--- config.mk ---
export PLATFORM = sky130hd
export DESIGN_NAME = multicycle_control_fsm
export DESIGN_NICKNAME = d
export VERILOG_FILES = /design/src/rtl/multicycle_control_fsm.sv
export SDC_FILE = /design/constraint.sdc
export NUM_CORES = 1
export LEC_CHECK = 0
export CAP_MARGIN = 20
export CORE_UTILIZATION = 50
export CTS_BUF_LIST = sky130_fd_sc_hd__clkbuf_4
export DETAILED_ROUTE_END_ITERATION = 12
export PLACE_DENSITY = 0.87
export SLEW_MARGIN = 40
export SYNTH_ARGS = -nofsm -noshare
export SYNTH_HDL_FRONTEND = slang
export SYNTH_SLANG_ARGS = --single-unit
--- constraint.sdc ---
create_clock -name clk -period 4.9 [get_ports clk]
set_clock_uncertainty 0.15 [all_clocks]
set_input_delay 0.98 -clock clk [delete_from_list [all_inputs] [get_ports clk]]
set_output_delay 0.98 -clock clk [all_outputs]
set_load 0.005 [all_outputs]
--- src/rtl/multicycle_control_fsm.sv ---
// multicycle_control_fsm
//   Moore control sequencer for the multicycle datapath. Decodes the opcode
//   field IR[31:26] and walks FETCH -> DECODE -> execute/memory/writeback
//   states, driving the packed 16-bit control bundle for each state.
//   It also provides stall gating, halt detection, an illegal-opcode pulse
//   and a retired-instruction counter.
//
// Ports
//   clk            rising-edge clock
//   reset          synchronous, active-high
//   input_signal   [5:0] opcode, IR[31:26]
//   stall          hold state, suppress control, pulses and counting
//   output_signal  [15:0] control bundle (combinational from state/stall/reset)
//   state_out      [3:0] current state register
//   halted         high while in HALT (low while reset is asserted)
//   illegal_op     registered one-cycle pulse after DECODE sees a bad opcode
//   instr_done     high in the terminal cycle of each instruction
//   retired_count  [CNT_WIDTH-1:0] retired instruction count, wraps
module multicycle_control_fsm #(
  parameter int unsigned CNT_WIDTH = 16
) (
  input  logic                 clk,
  input  logic                 reset,
  input  logic [5:0]           input_signal,
  input  logic                 stall,
  output logic [15:0]          output_signal,
  output logic [3:0]           state_out,
  output logic                 halted,
  output logic                 illegal_op,
  output logic                 instr_done,
  output logic [CNT_WIDTH-1:0] retired_count
);

  localparam int unsigned STATE_W = 4;
  localparam int unsigned CTRL_W  = 16;

  // State encodings are fixed: state_out exposes them directly.
  localparam logic [STATE_W-1:0] S_FETCH    = 4'h0;
  localparam logic [STATE_W-1:0] S_DECODE   = 4'h1;
  localparam logic [STATE_W-1:0] S_EXEC_R   = 4'h2;
  localparam logic [STATE_W-1:0] S_EXEC_I   = 4'h3;
  localparam logic [STATE_W-1:0] S_WB_R     = 4'h4;
  localparam logic [STATE_W-1:0] S_WB_I     = 4'h5;
  localparam logic [STATE_W-1:0] S_MEM_ADDR = 4'h6;
  localparam logic [STATE_W-1:0] S_MEM_RD   = 4'h7;
  localparam logic [STATE_W-1:0] S_MEM_WB   = 4'h8;
  localparam logic [STATE_W-1:0] S_MEM_WR   = 4'h9;
  localparam logic [STATE_W-1:0] S_BRANCH   = 4'hA;
  localparam logic [STATE_W-1:0] S_JUMP     = 4'hB;
  localparam logic [STATE_W-1:0] S_HALT     = 4'hF;

  // Exact-match opcodes (R/I types are matched on the top two bits only).
  localparam logic [5:0] OP_LW   = 6'b100000;
  localparam logic [5:0] OP_SW   = 6'b100001;
  localparam logic [5:0] OP_BEQ  = 6'b110000;
  localparam logic [5:0] OP_J    = 6'b110001;
  localparam logic [5:0] OP_HALT = 6'b111111;

  // Field encodings
  localparam logic [1:0] PCSRC_ALU    = 2'b00;
  localparam logic [1:0] PCSRC_ALUOUT = 2'b01;
  localparam logic [1:0] PCSRC_JUMP   = 2'b10;
  localparam logic [1:0] ALUOP_ADD    = 2'b00;
  localparam logic [1:0] ALUOP_SUB    = 2'b01;
  localparam logic [1:0] ALUOP_RFUNC  = 2'b10;
  localparam logic [1:0] ALUOP_IFUNC  = 2'b11;
  localparam logic [1:0] SRCB_REGB    = 2'b00;
  localparam logic [1:0] SRCB_ONE     = 2'b01;
  localparam logic [1:0] SRCB_SIMM    = 2'b10;

  // Control bundle layout, MSB first.
  typedef struct packed {
    logic       pc_write_cond;
    logic       pc_write;
    logic       i_or_d;
    logic       mem_read;
    logic       mem_write;
    logic       mem_to_reg;
    logic       ir_write;
    logic [1:0] pc_source;
    logic [1:0] alu_op;
    logic [1:0] alu_src_b;
    logic       alu_src_a;
    logic       reg_write;
    logic       reg_dst;
  } ctrl_t;

  logic [STATE_W-1:0] state;
  logic [STATE_W-1:0] state_next;
  ctrl_t              ctrl;
  logic               terminal;

  // Opcode classification
  logic op_rtype;
  logic op_itype;
  logic op_lw;
  logic op_sw;
  logic op_beq;
  logic op_j;
  logic op_halt;
  logic op_illegal;

  always_comb begin
    op_rtype   = (input_signal[5:4] == 2'b00);
    op_itype   = (input_signal[5:4] == 2'b01);
    op_lw      = (input_signal == OP_LW);
    op_sw      = (input_signal == OP_SW);
    op_beq     = (input_signal == OP_BEQ);
    op_j       = (input_signal == OP_J);
    op_halt    = (input_signal == OP_HALT);
    op_illegal = !(op_rtype || op_itype || op_lw || op_sw ||
                   op_beq || op_j || op_halt);
  end

  // State register
  always_ff @(posedge clk) begin
    if (reset) begin
      state <= S_FETCH;
    end else begin
      state <= state_next;
    end
  end

  // Next state, per-state control bundle and terminal-state flag
  always_comb begin
    state_next = state;
    ctrl       = '0;
    terminal   = 1'b0;

    case (state)
      S_FETCH: begin
        ctrl.pc_write  = 1'b1;
        ctrl.ir_write  = 1'b1;
        ctrl.pc_source = PCSRC_ALU;
        ctrl.alu_op    = ALUOP_ADD;
        ctrl.alu_src_b = SRCB_ONE;
        state_next     = S_DECODE;
      end
      S_DECODE: begin
        ctrl.alu_op    = ALUOP_ADD;
        ctrl.alu_src_b = SRCB_SIMM;
        if (op_rtype)             state_next = S_EXEC_R;
        else if (op_itype)        state_next = S_EXEC_I;
        else if (op_lw || op_sw)  state_next = S_MEM_ADDR;
        else if (op_beq)          state_next = S_BRANCH;
        else if (op_j)            state_next = S_JUMP;
        else if (op_halt)         state_next = S_HALT;
        else                      state_next = S_FETCH;
      end
      S_EXEC_R: begin
        ctrl.alu_op    = ALUOP_RFUNC;
        ctrl.alu_src_b = SRCB_REGB;
        ctrl.alu_src_a = 1'b1;
        state_next     = S_WB_R;
      end
      S_EXEC_I: begin
        ctrl.alu_op    = ALUOP_IFUNC;
        ctrl.alu_src_b = SRCB_SIMM;
        ctrl.alu_src_a = 1'b1;
        state_next     = S_WB_I;
      end
      S_WB_R: begin
        ctrl.reg_write = 1'b1;
        ctrl.reg_dst   = 1'b1;
        terminal       = 1'b1;
        state_next     = S_FETCH;
      end
      S_WB_I: begin
        ctrl.reg_write = 1'b1;
        terminal       = 1'b1;
        state_next     = S_FETCH;
      end
      S_MEM_ADDR: begin
        ctrl.alu_op    = ALUOP_ADD;
        ctrl.alu_src_b = SRCB_SIMM;
        ctrl.alu_src_a = 1'b1;
        // Opcode re-sampled here; anything but LW/SW aborts to FETCH.
        if (op_lw)      state_next = S_MEM_RD;
        else if (op_sw) state_next = S_MEM_WR;
        else            state_next = S_FETCH;
      end
      S_MEM_RD: begin
        ctrl.i_or_d   = 1'b1;
        ctrl.mem_read = 1'b1;
        state_next    = S_MEM_WB;
      end
      S_MEM_WB: begin
        ctrl.mem_to_reg = 1'b1;
        ctrl.reg_write  = 1'b1;
        terminal        = 1'b1;
        state_next      = S_FETCH;
      end
      S_MEM_WR: begin
        ctrl.i_or_d    = 1'b1;
        ctrl.mem_write = 1'b1;
        terminal       = 1'b1;
        state_next     = S_FETCH;
      end
      S_BRANCH: begin
        ctrl.pc_write_cond = 1'b1;
        ctrl.pc_source     = PCSRC_ALUOUT;
        ctrl.alu_op        = ALUOP_SUB;
        ctrl.alu_src_b     = SRCB_REGB;
        ctrl.alu_src_a     = 1'b1;
        terminal           = 1'b1;
        state_next         = S_FETCH;
      end
      S_JUMP: begin
        ctrl.pc_write  = 1'b1;
        ctrl.pc_source = PCSRC_JUMP;
        terminal       = 1'b1;
        state_next     = S_FETCH;
      end
      S_HALT: begin
        state_next = S_HALT;
      end
      default: begin
        // Unused encodings recover to FETCH with all control low.
        state_next = S_FETCH;
      end
    endcase

    // Stall freezes the state regardless of what the decode above chose.
    if (stall) begin
      state_next = state;
    end
  end

  // Status outputs are Moore functions of state, gated by stall/reset.
  always_comb begin
    output_signal = (reset || stall) ? '0 : CTRL_W'(ctrl);
    instr_done    = terminal && !stall && !reset;
    halted        = (state == S_HALT) && !reset;
    state_out     = state;
  end

  // Illegal-opcode pulse, registered one cycle after DECODE.
  always_ff @(posedge clk) begin
    if (reset) begin
      illegal_op <= 1'b0;
    end else begin
      illegal_op <= (state == S_DECODE) && !stall && op_illegal;
    end
  end

  // Retired-instruction counter, wraps naturally.
  always_ff @(posedge clk) begin
    if (reset) begin
      retired_count <= '0;
    end else if (instr_done) begin
      retired_count <= retired_count + CNT_WIDTH'(1);
    end
  end

endmodule

==> metrics.yaml <==
core-area_sq_um: 2545
routed_wl_um: 3967
root_buffer: "clkbuf_4"
start_kind: "input port"
peakVddDrop_mv: 0.1752
grt_pass1_wl_um: 5940
syn_to_final_growth_pct: 36.17
fin_nets: 229
ys_types: 48
grtUsageTotal_pct: 27.79
synth_top_cell_by_area: "dfxtp_1"
grt_pass1_vias: 1288
cts_inserted_buffers: 3
critPathRequiredTime_ns: 3.77
hold_depth: 2
synth_edf_count: 0
synthArstFlopShare_pct: 0
drive_gt1_share_pct: 5.963
drc: 0
final_common_cell: "clkdlybuf4s50_1"
io_pins: 48
cp_data_arrival_time_ns: 3.07
die_h_um: 54.61
ys_warn_count: 0
relSlewSlack_pct: 51.29
internal-power_mw: 0.2238
port_buffers: 47
wire_per_inst_um: 16.00
multi_input_area_sq_um: 917.1
holdCritPathClass: "flop to flop"
grt_max_degree: 23
rr_endpoint: "retired_count[9]"
hold_buffers: 0
mostFrequentLayoutCells: "47 x clkdlybuf4s50_1, 21 x nor2_1, 21 x dfxtp_1"
static-leakage-power_nw: 0.6033
dr_total_vias: 1541
clk_path_buf_depth: 2
tightestPinTransition_ns: 0.7296
hold-path-endpoint: "retired_count[15]"
diodes: 0
ant_nets: 0
drv_slew: 0
clock_latency_ns: 0.31
initial_core_util_pct: 54.38
reg2regPathDepth: 4
dp_hpwl_um: 2912
ys_ff_latch: 21
fin_tns_setup_ns: 0
comb_power_share_pct: 12.9
dr.pass1.iters: 4
cts_sinks: 21
synthCells: 176
p_clk_share_pct: 28.4
timing.rr.start: "state_out[2]"
synth_area_leaders: "dfxtp_1 30%, nor2_1 5.7%, a21oi_1 3.6%, nor3_1 2.9%, nand2_1 2.7%"
status: "completed"
p_per_area_nw_per_um2: 161.6
p_sw_mw: 0.08070
min_period_over_period_pct: 85.73
path_class: "input port to output port"
period_minus_slack_ns: 4.201
yosys_most_used_dff: "dfxtp_1"
setup_violations: 0
maxCapViolCount: 0
h-tree-depth: 1
p_sw_share_pct: 26.50
postCtsSetupRepairBufs: 0
via_per_inst: 6.214
pwr-share-seq_pct: 58.7
min-delay-start: "retired_count[15]"
syn_area_sq_um: 1384
core.rowCount: 18
cp_max_fo: 9
gr-total-overflow: 0
routabilityCongestion: 0.8128
worst_setup_path_end_kind: "output port"
synth.top_cell.area_share_pct: 30.38
dieArea_sq_um: 2982
rsz0062_at_grt: "false"
fp.dieW_um: 54.61
max_freq_ghz: 0.2381
ys_seq_area_share_pct: 30.38
seq_area_sq_um: 420.4
avgSynthCellArea_sq_um: 7.863
antenna_found_initial: 0
holdWs_ns: 0.3470
final-hold-violation-count: 0
path_clk_slew_ns: 0.12
syn_nets: 186
drt_iter0_drc: 67
post_cts_resized: 0
reg2reg_slack_ns: 2.43
cts_tree: "built"
fillCellCount: 202
power by group through the flow:
stage | Clock (mW) | Sequential [mW] | Combinational (mW)
3_3_place_gp | 0 | 0.182 | 0.0367
6_report | 0.0864 | 0.179 | 0.0393
4_1_cts | 0.0881 | 0.179 | 0.0388
3_5_place_dp | 0 | 0.183 | 0.0387
2_1_floorplan | 0 | 0.177 | 0.0227
5_1_grt | 0.0961 | 0.180 | 0.0419
worst max-delay path by stage:
stage	depth (start not counted)	slack, ns	to	from
floorplan	3	1.93	output_signal[14]	stall
global placement	5	0.86	output_signal[14]	stall
detailed placement	5	0.71	output_signal[14]	stall
CTS	5	0.71	output_signal[14]	stall
global route	5	0.59	output_signal[14]	stall
finish	5	0.70	output_signal[14]	stall
synth_stat cells, types with 2 or more instances:
| library cell | number |
|---|---|
| and2_1 | 2 |
| clkbuf_1 | 6 |
| or4_1 | 4 |
| or2_2 | 3 |
| or3_1 | 5 |
| a211oi_1 | 2 |
| xor2_1 | 4 |
| xnor2_1 | 3 |
| a221o_1 | 2 |
| o211ai_1 | 2 |
| o21ai_0 | 7 |
| nand2b_1 | 6 |
| o31ai_1 | 4 |
| nand3_1 | 6 |
| nand2_1 | 10 |
| dfxtp_1 | 21 |
| o2111ai_1 | 2 |
| nor3_1 | 8 |
| buf_1 | 2 |
| nor4_1 | 3 |
| nor2_1 | 21 |
| nor2b_1 | 6 |
| a21oi_1 | 10 |
| mux2_2 | 2 |
| nor3b_1 | 3 |
| nand3b_1 | 3 |
| nand4_1 | 5 |
| mux2i_1 | 2 |
| a2111oi_0 | 3 |
state kept, by name, summed over array words and instances (netlist names):
register and cells:
retired_count 16, illegal_op 1, state_out 4
through the flow:
stage | utilization (%) | power, mW | instances | area, sq um | worst slack (ns)
3_3_place_gp | 72.96 | 0.2189 | 244 | 1857 | 0.8644
3_5_place_dp | 72.96 | 0.2212 | 244 | 1857 | 0.7139
6_report | 74.04 | 0.3045 | 248 | 1884 | 0.6994
5_1_grt | 74.04 | 0.3178 | 248 | 1884 | 0.5858
2_1_floorplan | - | 0.1997 | 176 | 1384 | 1.933
4_1_cts | 74.04 | 0.3056 | 248 | 1884 | 0.7098
layer usage:
layer	track usage [%]	vias to the layer above	share of wire (%)
met5	0	-	0
met1	36.29	725	44
li1	-	746	-
met4	9.829	0	0.53
met3	6.944	4	6.3
met2	43.78	66	49
kinds of logic (layout without fill, tap and decap cells):
family	count (synthesis)	after routing	share of synthesized area, %
fa+ha+maj	1	1	0.9040
compound gates	41	41	21.52
mux	4	4	3.074
flops	21	21	30.38
buf+inv	11	53	3.345
xor+xnor	7	7	4.430
simple gates	91	91	36.35
critical path, stage by stage:
cell,delay (ns)
clkdlybuf4s50_1,0.54
nor4_1,0.61
nor3b_1,0.30
or2_2,0.15
clkdlybuf4s50_1,0.48
cell type report:
cell class	count	area share, %
clock buffer	3	1.195
clock inverter	1	0.2656
inverter	1	0.1992
multi-input combinational	144	48.67
sequential	21	22.31
tap	30	1.992
timing repair buffer	48	25.37
Power figures use the tool's default switching activity.
